[config.mk]
export PLATFORM = sky130hd
export DESIGN_NAME = sram_port_arbiter
export DESIGN_NICKNAME = d
export VERILOG_FILES = /design/src/rtl/sram_port_arbiter.sv
export SDC_FILE = /design/constraint.sdc
export NUM_CORES = 1
export LEC_CHECK = 0
export BUFFER_PORTS_ARGS = -buffer_cell sky130_fd_sc_hd__buf_2
export CAP_MARGIN = 10
export CELL_PAD_IN_SITES_DETAIL_PLACEMENT = 1
export CELL_PAD_IN_SITES_GLOBAL_PLACEMENT = 1
export CORE_ASPECT_RATIO = 0.6
export CORE_MARGIN = 2
export CORE_UTILIZATION = 36
export DETAILED_ROUTE_END_ITERATION = 16
export PLACE_DENSITY_LB_ADDON = 0.1
export SLEW_MARGIN = 40
export SYNTH_ARGS = -nofsm -noshare
export SYNTH_HDL_FRONTEND = slang
export SYNTH_SLANG_ARGS = --single-unit
[constraint.sdc]
create_clock -name clk -period 6.65 [get_ports clk]
set_clock_uncertainty 0.05 [all_clocks]
set_input_delay 1.33 -clock clk [delete_from_list [all_inputs] [get_ports clk]]
set_output_delay 1.33 -clock clk [all_outputs]
set_load 0.02 [all_outputs]
[src/rtl/sram_port_arbiter.sv]
// sram_port_arbiter: shares one SRAM controller between the fetch port (read-only)
// and the memory-stage port (read/write). The memory stage has fixed priority and a
// saturating starvation counter forces a fetch grant after STARVE_LIMIT memory grants.
// Optional feature macro: SRAM_ARB_IF_BUF_EN adds a one-entry fetch buffer.
module sram_port_arbiter #(
  parameter int unsigned STARVE_LIMIT = 4
) (
  input  logic        clk,
  input  logic        rst,
  input  logic        mem_read_en,
  input  logic        mem_write_en,
  input  logic [31:0] mem_addr,
  input  logic [31:0] mem_wdata,
  output logic [31:0] mem_rdata,
  output logic        mem_freeze,
  input  logic        if_read_en,
  input  logic [31:0] if_addr,
  output logic [31:0] if_rdata,
  output logic        if_freeze,
  output logic        sc_read_en,
  output logic        sc_write_en,
  output logic [31:0] sc_addr,
  output logic [31:0] sc_wdata,
  input  logic [31:0] sc_rdata,
  input  logic        sc_ready
);

  localparam logic [3:0] Limit = 4'(STARVE_LIMIT);

  typedef enum logic [1:0] {StIdle, StMemBusy, StIfBusy, StGap} state_t;

  state_t      state;
  logic [31:0] addr_q;
  logic [31:0] wdata_q;
  logic [31:0] mem_rdata_q;
  logic [31:0] if_rdata_q;
  logic [3:0]  starve_cnt;

  logic        arb_state;
  logic        mem_req;
  logic        if_req;
  logic        if_hit;
  logic        grant_mem;
  logic        grant_if;
  logic [31:0] buf_data;

  assign arb_state = (state == StIdle) || (state == StGap);
  assign mem_req   = mem_read_en | mem_write_en;
  // A buffer hit satisfies the fetch locally, so it does not compete for the controller.
  assign if_req    = if_read_en & ~if_hit;
  assign grant_mem = arb_state & mem_req & (~if_req | (starve_cnt < Limit));
  assign grant_if  = arb_state & ~grant_mem & if_req;

`ifdef SRAM_ARB_IF_BUF_EN
  logic        buf_valid;
  logic [29:0] buf_tag;

  assign if_hit = arb_state & if_read_en & buf_valid & (if_addr[31:2] == buf_tag);

  // Fetch buffer: refilled on every fetch completion, dropped when a store hits its tag.
  always_ff @(posedge clk or posedge rst) begin
    if (rst) begin
      buf_valid <= 1'b0;
      buf_tag   <= '0;
      buf_data  <= '0;
    end else if (state == StIfBusy && sc_ready) begin
      buf_valid <= 1'b1;
      buf_tag   <= addr_q[31:2];
      buf_data  <= sc_rdata;
    end else if (grant_mem && mem_write_en && (mem_addr[31:2] == buf_tag)) begin
      buf_valid <= 1'b0;
    end
  end
`else
  assign if_hit   = 1'b0;
  assign buf_data = '0;
`endif

  // Transfer sequencer: arbitrate in Idle/Gap, latch the winner, hold until sc_ready.
  always_ff @(posedge clk or posedge rst) begin
    if (rst) begin
      state       <= StIdle;
      sc_read_en  <= 1'b0;
      sc_write_en <= 1'b0;
      addr_q      <= '0;
      wdata_q     <= '0;
      mem_rdata_q <= '0;
      if_rdata_q  <= '0;
      starve_cnt  <= '0;
    end else begin
      case (state)
        StIdle, StGap: begin
          if (grant_mem) begin
            state       <= StMemBusy;
            // Store wins when both enables are high.
            sc_write_en <= mem_write_en;
            sc_read_en  <= mem_read_en & ~mem_write_en;
            addr_q      <= mem_addr;
            wdata_q     <= mem_wdata;
          end else if (grant_if) begin
            state       <= StIfBusy;
            sc_read_en  <= 1'b1;
            sc_write_en <= 1'b0;
            addr_q      <= if_addr;
          end else begin
            state <= StIdle;
          end
          if (grant_if || !if_read_en) begin
            starve_cnt <= '0;
          end else if (grant_mem && starve_cnt < Limit) begin
            starve_cnt <= starve_cnt + 4'd1;
          end
        end
        StMemBusy: begin
          if (sc_ready) begin
            state       <= StGap;
            sc_read_en  <= 1'b0;
            sc_write_en <= 1'b0;
            if (sc_read_en) mem_rdata_q <= sc_rdata;
          end
        end
        StIfBusy: begin
          if (sc_ready) begin
            state       <= StGap;
            sc_read_en  <= 1'b0;
            sc_write_en <= 1'b0;
            if_rdata_q  <= sc_rdata;
          end
        end
        default: state <= StIdle;
      endcase
    end
  end

  assign sc_addr  = addr_q;
  assign sc_wdata = wdata_q;

  // Freezes release in the completion cycle so the requester advances on that edge.
  assign mem_freeze = mem_req & ~(state == StMemBusy && sc_ready);
  assign if_freeze  = if_read_en & ~(state == StIfBusy && sc_ready) & ~if_hit;

  assign mem_rdata = (state == StMemBusy && sc_ready && sc_read_en) ? sc_rdata : mem_rdata_q;
  assign if_rdata  = (state == StIfBusy && sc_ready) ? sc_rdata :
                     (if_hit ? buf_data : if_rdata_q);

endmodule

==> results.md <==
- The run finished with clean final reports.
- The die boundary width is 171 µm.
- Entering global routing, the biggest net connects 88 pins.
- In this run the remaining antenna-violating nets after routing total 0.
- The max-slew headroom at the worst pin is 47.6%.
- Measured on the finished design, the core utilization comes to 49.8%.
- The data arrival time of the critical path is 3.06 ns.
- The first global-routing pass estimated 28400 µm of wire.
- Global routing used 20.5% of the available tracks.
- Row generation in the floorplan step produced 36 rows.
- The type of the setup path with the least slack is primary input to primary output.
- The TritonCTS clock tree is built.
- In this design, the critical path's most frequently occurring cell is sky130_fd_sc_hd__buf_2.
- Buffers inserted during clock tree synthesis total 17.
- The post-synthesis instance area is 0.00605 mm².
- The finished cells cover 0.00814 mm².
- Summing internal, switching and leakage power gives 4.83 mW.
- The sequential group share of total power is 30.1%.
- Data on the critical path is required at its endpoint by 5.27 ns.
- The proportion of layout cells with a drive suffix above 1 is 59.0%.
- The number of cells in the design after placement is 927.
- In this run, distinct cell masters in the synthesized netlist total 35.
- The number of slew-limit violations in the final report was 0.
- Dividing the detail-routed wire length by the instance count gives 18.6 µm.
- The kind of start point of the critical path is a primary input.
- The family with the most delay on the worst path is buffers and inverters.
- Max-cap violations in this run came to 0.
- The core region is 0.0164 mm².
- The net switching component of the power is 2.03 mW.
- The critical path's largest stage delay is 0.61 ns.
- Buffers inserted to repair hold after CTS numbered 0.
- The critical path goes through buf_2 -> nand3_2 -> buf_4 -> mux2_2 -> buf_2.
- The number of antenna violations at the first check in global routing was 0.
- The vias after detailed routing is 4773.
- Clock latency on the worst-skew pair, taken at its later pin, is 0.41 ns.
- In the global route stage, met3 resource usage came out at 7.27%.
- The total overflow left after global routing is 0.
- Of the total power, the share spent switching nets is 41.9%.
- Once placement finished, the instance area stood at 0.00755 mm².
- The vertical die dimension is 104 µm.
- The effective utilization at floorplan is 37.0%.
- After clock tree synthesis, the setup repair step added 0 buffers.
- VDD sags by at most 0.231 mV.
- In this run the worst path has a maximum fanout of 30.
- Setup repair after global routing left no endpoint under its margin.
- Summing the sequential cell areas from Yosys gives 56.3% of the chip area.
- The count of antenna diodes in the layout is 0.
- Dividing the synthesized area by the synthesized cell count gives 13.0 µm².
- The classification of the worst-slack hold path is flip-flop to flip-flop.
- The slowest stage of the critical path is the sky130_fd_sc_hd__nand3_2 cell.
- Based on the critical path, the design can be clocked at up to 225 MHz.
- The clock sink count is 136.
- The H-tree depth is 4.
- The detailed router finished its first iteration with 246 violations.
- For this run, the detailed router's first-pass iteration total came to 4.
- The congestion estimate from routability-driven global placement came to 0.731.
- The internal portion of the total power is 2.81 mW.
- The number of buffers and inverters on the critical path is 3.
- Dividing total power by cell area gives a power density of 594 mW/mm².
- STA classifies the critical path endpoint as a primary output.
- The count of pins on the block boundary is 266.
- The clock input transition at the sequential cells of the worst setup and hold paths is 0.06 ns.
- The post-detailed-routing wire length is 17900 µm.
- The post-CTS resize count is 0.
- The area enclosed by the die boundary is 0.0179 mm².
- After detailed routing, the number of vias per cell comes to 4.98.
- The final cell count without fillers is 959.
- The growth of design area from synthesis to finish is 34.6%.
- The worst path in the final design needs a cycle of 4.44 ns, including I/O delays and setup.
- For this run, the number of Yosys warnings is 0.
- For this run, global-route usage on met1 was measured as 26.2%.
- The leakage dissipation is 3.92 nW.
- The number of global-route vias before repair was 5136.
- The relative contribution of the clock network to total power is 19.6%.
- The number of I/O port buffers is 265.
- The combinational fraction of design power is 50.3%.
- met2 is the most crowded layer.
- The number of register bits inferred by synthesis is 136.
- The slew at the pin with the worst max-slew slack is 0.783 ns.
- In the finished design, the share of the clock period the worst path needs comes to 66.7%.
- The setup total negative slack is 0 ns.
- The total nets after synthesis is 602.
- CTS placed an instance of sky130_fd_sc_hd__clkbuf_16 at the clock tree root.
- The wire-length estimate of the detail-placed layout is 12700 µm.
- The number of cells produced by synthesis is 465.
- The number of failing hold endpoints at the final stage came to 0.
- The final net count is 855.
- In the global route stage, met2 resource usage came out at 32.6%.
- The clock passes through at most 2 buffers.
- For this run, design rule violations remaining after detail routing come to 0.
- Setup violations remaining at the end of the flow were counted as 0.
## layout by cell type (no fill, tap or decap)
cell                           n
sky130_fd_sc_hd__ha_1          3
sky130_fd_sc_hd__inv_6         3
sky130_fd_sc_hd__nor2_1       33
sky130_fd_sc_hd__mux2_2      100
sky130_fd_sc_hd__mux2_1        8
sky130_fd_sc_hd__nand3_1       2
sky130_fd_sc_hd__clkinvlp_4    3
sky130_fd_sc_hd__nand2_1       3
sky130_fd_sc_hd__buf_2       265
sky130_fd_sc_hd__clkbuf_16    17
sky130_fd_sc_hd__bufinv_16     2
sky130_fd_sc_hd__o31ai_1       1
sky130_fd_sc_hd__clkinv_2      2
sky130_fd_sc_hd__clkbuf_8      1
sky130_fd_sc_hd__dfrtp_1     136
sky130_fd_sc_hd__clkbuf_1      1
sky130_fd_sc_hd__o31a_4        1
sky130_fd_sc_hd__nand3_2       1
sky130_fd_sc_hd__a21boi_0      1
sky130_fd_sc_hd__inv_8         1
sky130_fd_sc_hd__a31oi_1      32
sky130_fd_sc_hd__a31o_2        1
sky130_fd_sc_hd__a21oi_1       1
sky130_fd_sc_hd__or3_1         1
sky130_fd_sc_hd__and2_1        1
sky130_fd_sc_hd__o21ai_0      33
sky130_fd_sc_hd__o21ai_4       2
sky130_fd_sc_hd__nor2b_1       1
sky130_fd_sc_hd__mux2i_1       1
sky130_fd_sc_hd__o2bb2ai_1     2
sky130_fd_sc_hd__nand2b_1      1
sky130_fd_sc_hd__nand3_4       1
sky130_fd_sc_hd__o211a_1       1
sky130_fd_sc_hd__inv_1         4
sky130_fd_sc_hd__o21a_2        1
sky130_fd_sc_hd__or2_1         1
sky130_fd_sc_hd__clkinv_4      3
sky130_fd_sc_hd__nand4_1      33
sky130_fd_sc_hd__mux2_4       20
sky130_fd_sc_hd__buf_4         7
## Yosys cell counts
| cell type | count | area, µm² |
|---|---|---|
| sky130_fd_sc_hd__nand2b_1 | 1 | 6.26 |
| sky130_fd_sc_hd__buf_6 | 3 | 33.8 |
| sky130_fd_sc_hd__nand4_1 | 33 | 206 |
| sky130_fd_sc_hd__clkbuf_2 | 1 | 5.00 |
| sky130_fd_sc_hd__nor2_1 | 33 | 124 |
| sky130_fd_sc_hd__a21boi_0 | 1 | 7.51 |
| sky130_fd_sc_hd__ha_1 | 3 | 37.5 |
| sky130_fd_sc_hd__o31a_1 | 1 | 8.76 |
| sky130_fd_sc_hd__a31o_2 | 1 | 8.76 |
| sky130_fd_sc_hd__clkbuf_1 | 16 | 60.1 |
| sky130_fd_sc_hd__inv_1 | 5 | 18.8 |
| sky130_fd_sc_hd__and2_1 | 1 | 6.26 |
| sky130_fd_sc_hd__buf_2 | 16 | 80.1 |
| sky130_fd_sc_hd__mux2_4 | 20 | 300 |
| sky130_fd_sc_hd__mux2i_1 | 1 | 10.0 |
| sky130_fd_sc_hd__o31ai_1 | 1 | 7.51 |
| sky130_fd_sc_hd__nand2_1 | 3 | 11.3 |
| sky130_fd_sc_hd__or3_1 | 1 | 6.26 |
| sky130_fd_sc_hd__nand3_1 | 2 | 10.0 |
| sky130_fd_sc_hd__buf_4 | 1 | 7.51 |
| sky130_fd_sc_hd__buf_1 | 1 | 3.75 |
| sky130_fd_sc_hd__dfrtp_1 | 136 | 3400 |
| sky130_fd_sc_hd__o21ai_0 | 34 | 170 |
| sky130_fd_sc_hd__o2bb2ai_1 | 2 | 17.5 |
| sky130_fd_sc_hd__mux2_2 | 100 | 1130 |
| sky130_fd_sc_hd__o21ai_4 | 1 | 16.3 |
| sky130_fd_sc_hd__or2_1 | 1 | 6.26 |
| sky130_fd_sc_hd__a21oi_1 | 1 | 5.00 |
| sky130_fd_sc_hd__nand3_2 | 1 | 10.0 |
| sky130_fd_sc_hd__o21a_1 | 1 | 7.51 |
| sky130_fd_sc_hd__mux2_1 | 8 | 90.1 |
| sky130_fd_sc_hd__o211a_1 | 1 | 10.0 |
| sky130_fd_sc_hd__nor2b_1 | 1 | 6.26 |
| sky130_fd_sc_hd__nand3_4 | 1 | 17.5 |
| sky130_fd_sc_hd__a31oi_1 | 32 | 200 |
## routing by layer
metal	vias to the layer above	wire length [µm]	share of wire, %
met4	0	213	1.2
met2	154	8300	46
met1	2392	7980	45
met3	17	1370	7.7
li1	2210	-	-
met5	-	0	0
## cells by family after synthesis
logic type	synth area share (%)
adders and majority gates	0.621
AOI/OAI and AO/OA	7.60
DFF	56.3
buffers and inverters	3.46
muxes	25.2
and+or+nand+nor	6.79
## path summary, 6_finish.rpt
| check | from | end | slack (ns) | cells past startpoint |
|---|---|---|---|---|
| hold / removal | starve_cnt[0]$_DFFE_PP0P_ | starve_cnt[0]$_DFFE_PP0P_ | 0.44 | 1 |
| hold reg to reg | starve_cnt[0]$_DFFE_PP0P_ | starve_cnt[0]$_DFFE_PP0P_ | 0.44 | 1 |
| max in group asynchronous | rst | if_rdata_q[25]$_DFFE_PP0P_ | 4.51 | 3 |
| min in group asynchronous | rst | mem_rdata_q[24]$_DFFE_PP0P_ | 0.91 | 2 |
| setup / recovery | sc_ready | mem_rdata[10] | 2.21 | 5 |
| setup reg to reg | state[0]$_DFFE_PP0P_ | sc_wdata[2]$_DFFE_PP0P_ | 3.95 | 5 |
## layout make-up
class	instances	area, µm²
Clock buffer	19	443
Fill cell	1792	8210
Multi-Input combinational cell	286	2450
Inverter	5	26.3
Clock inverter	13	145
Sequential cell	136	3400
Tap cell	228	285
Timing Repair Buffer	272	1380
## power groups by stage
stage | clock network, mW | registers [mW] | logic (mW)
6_report | 0.946 | 1.45 | 2.43
5_1_grt | 1.01 | 1.51 | 2.63
4_1_cts | 0.972 | 1.46 | 2.46
3_5_place_dp | 0 | 1.46 | 2.45
3_3_place_gp | 0 | 1.44 | 2.39
2_1_floorplan | 0 | 1.68 | 1.49
## registers in the layout, summed over array words and instances, names as in the netlist
name / flops
state: 2
mem_rdata_q: 32
sc_read_en: 1
starve_cnt: 4
if_rdata_q: 32
sc_addr: 32
sc_write_en: 1
sc_wdata: 32
## per-stage QoR
step / worst slack, ns / hold WS (ns)
after CTS: 2.18 / 0.442
after global routing: 2.08 / 0.455
after floorplan: 1.63 / 0.407
after detailed placement: 2.20 / 0.428
final: 2.21 / 0.441
after global placement: 2.28 / 0.418
(Power assumes the default switching activity.)
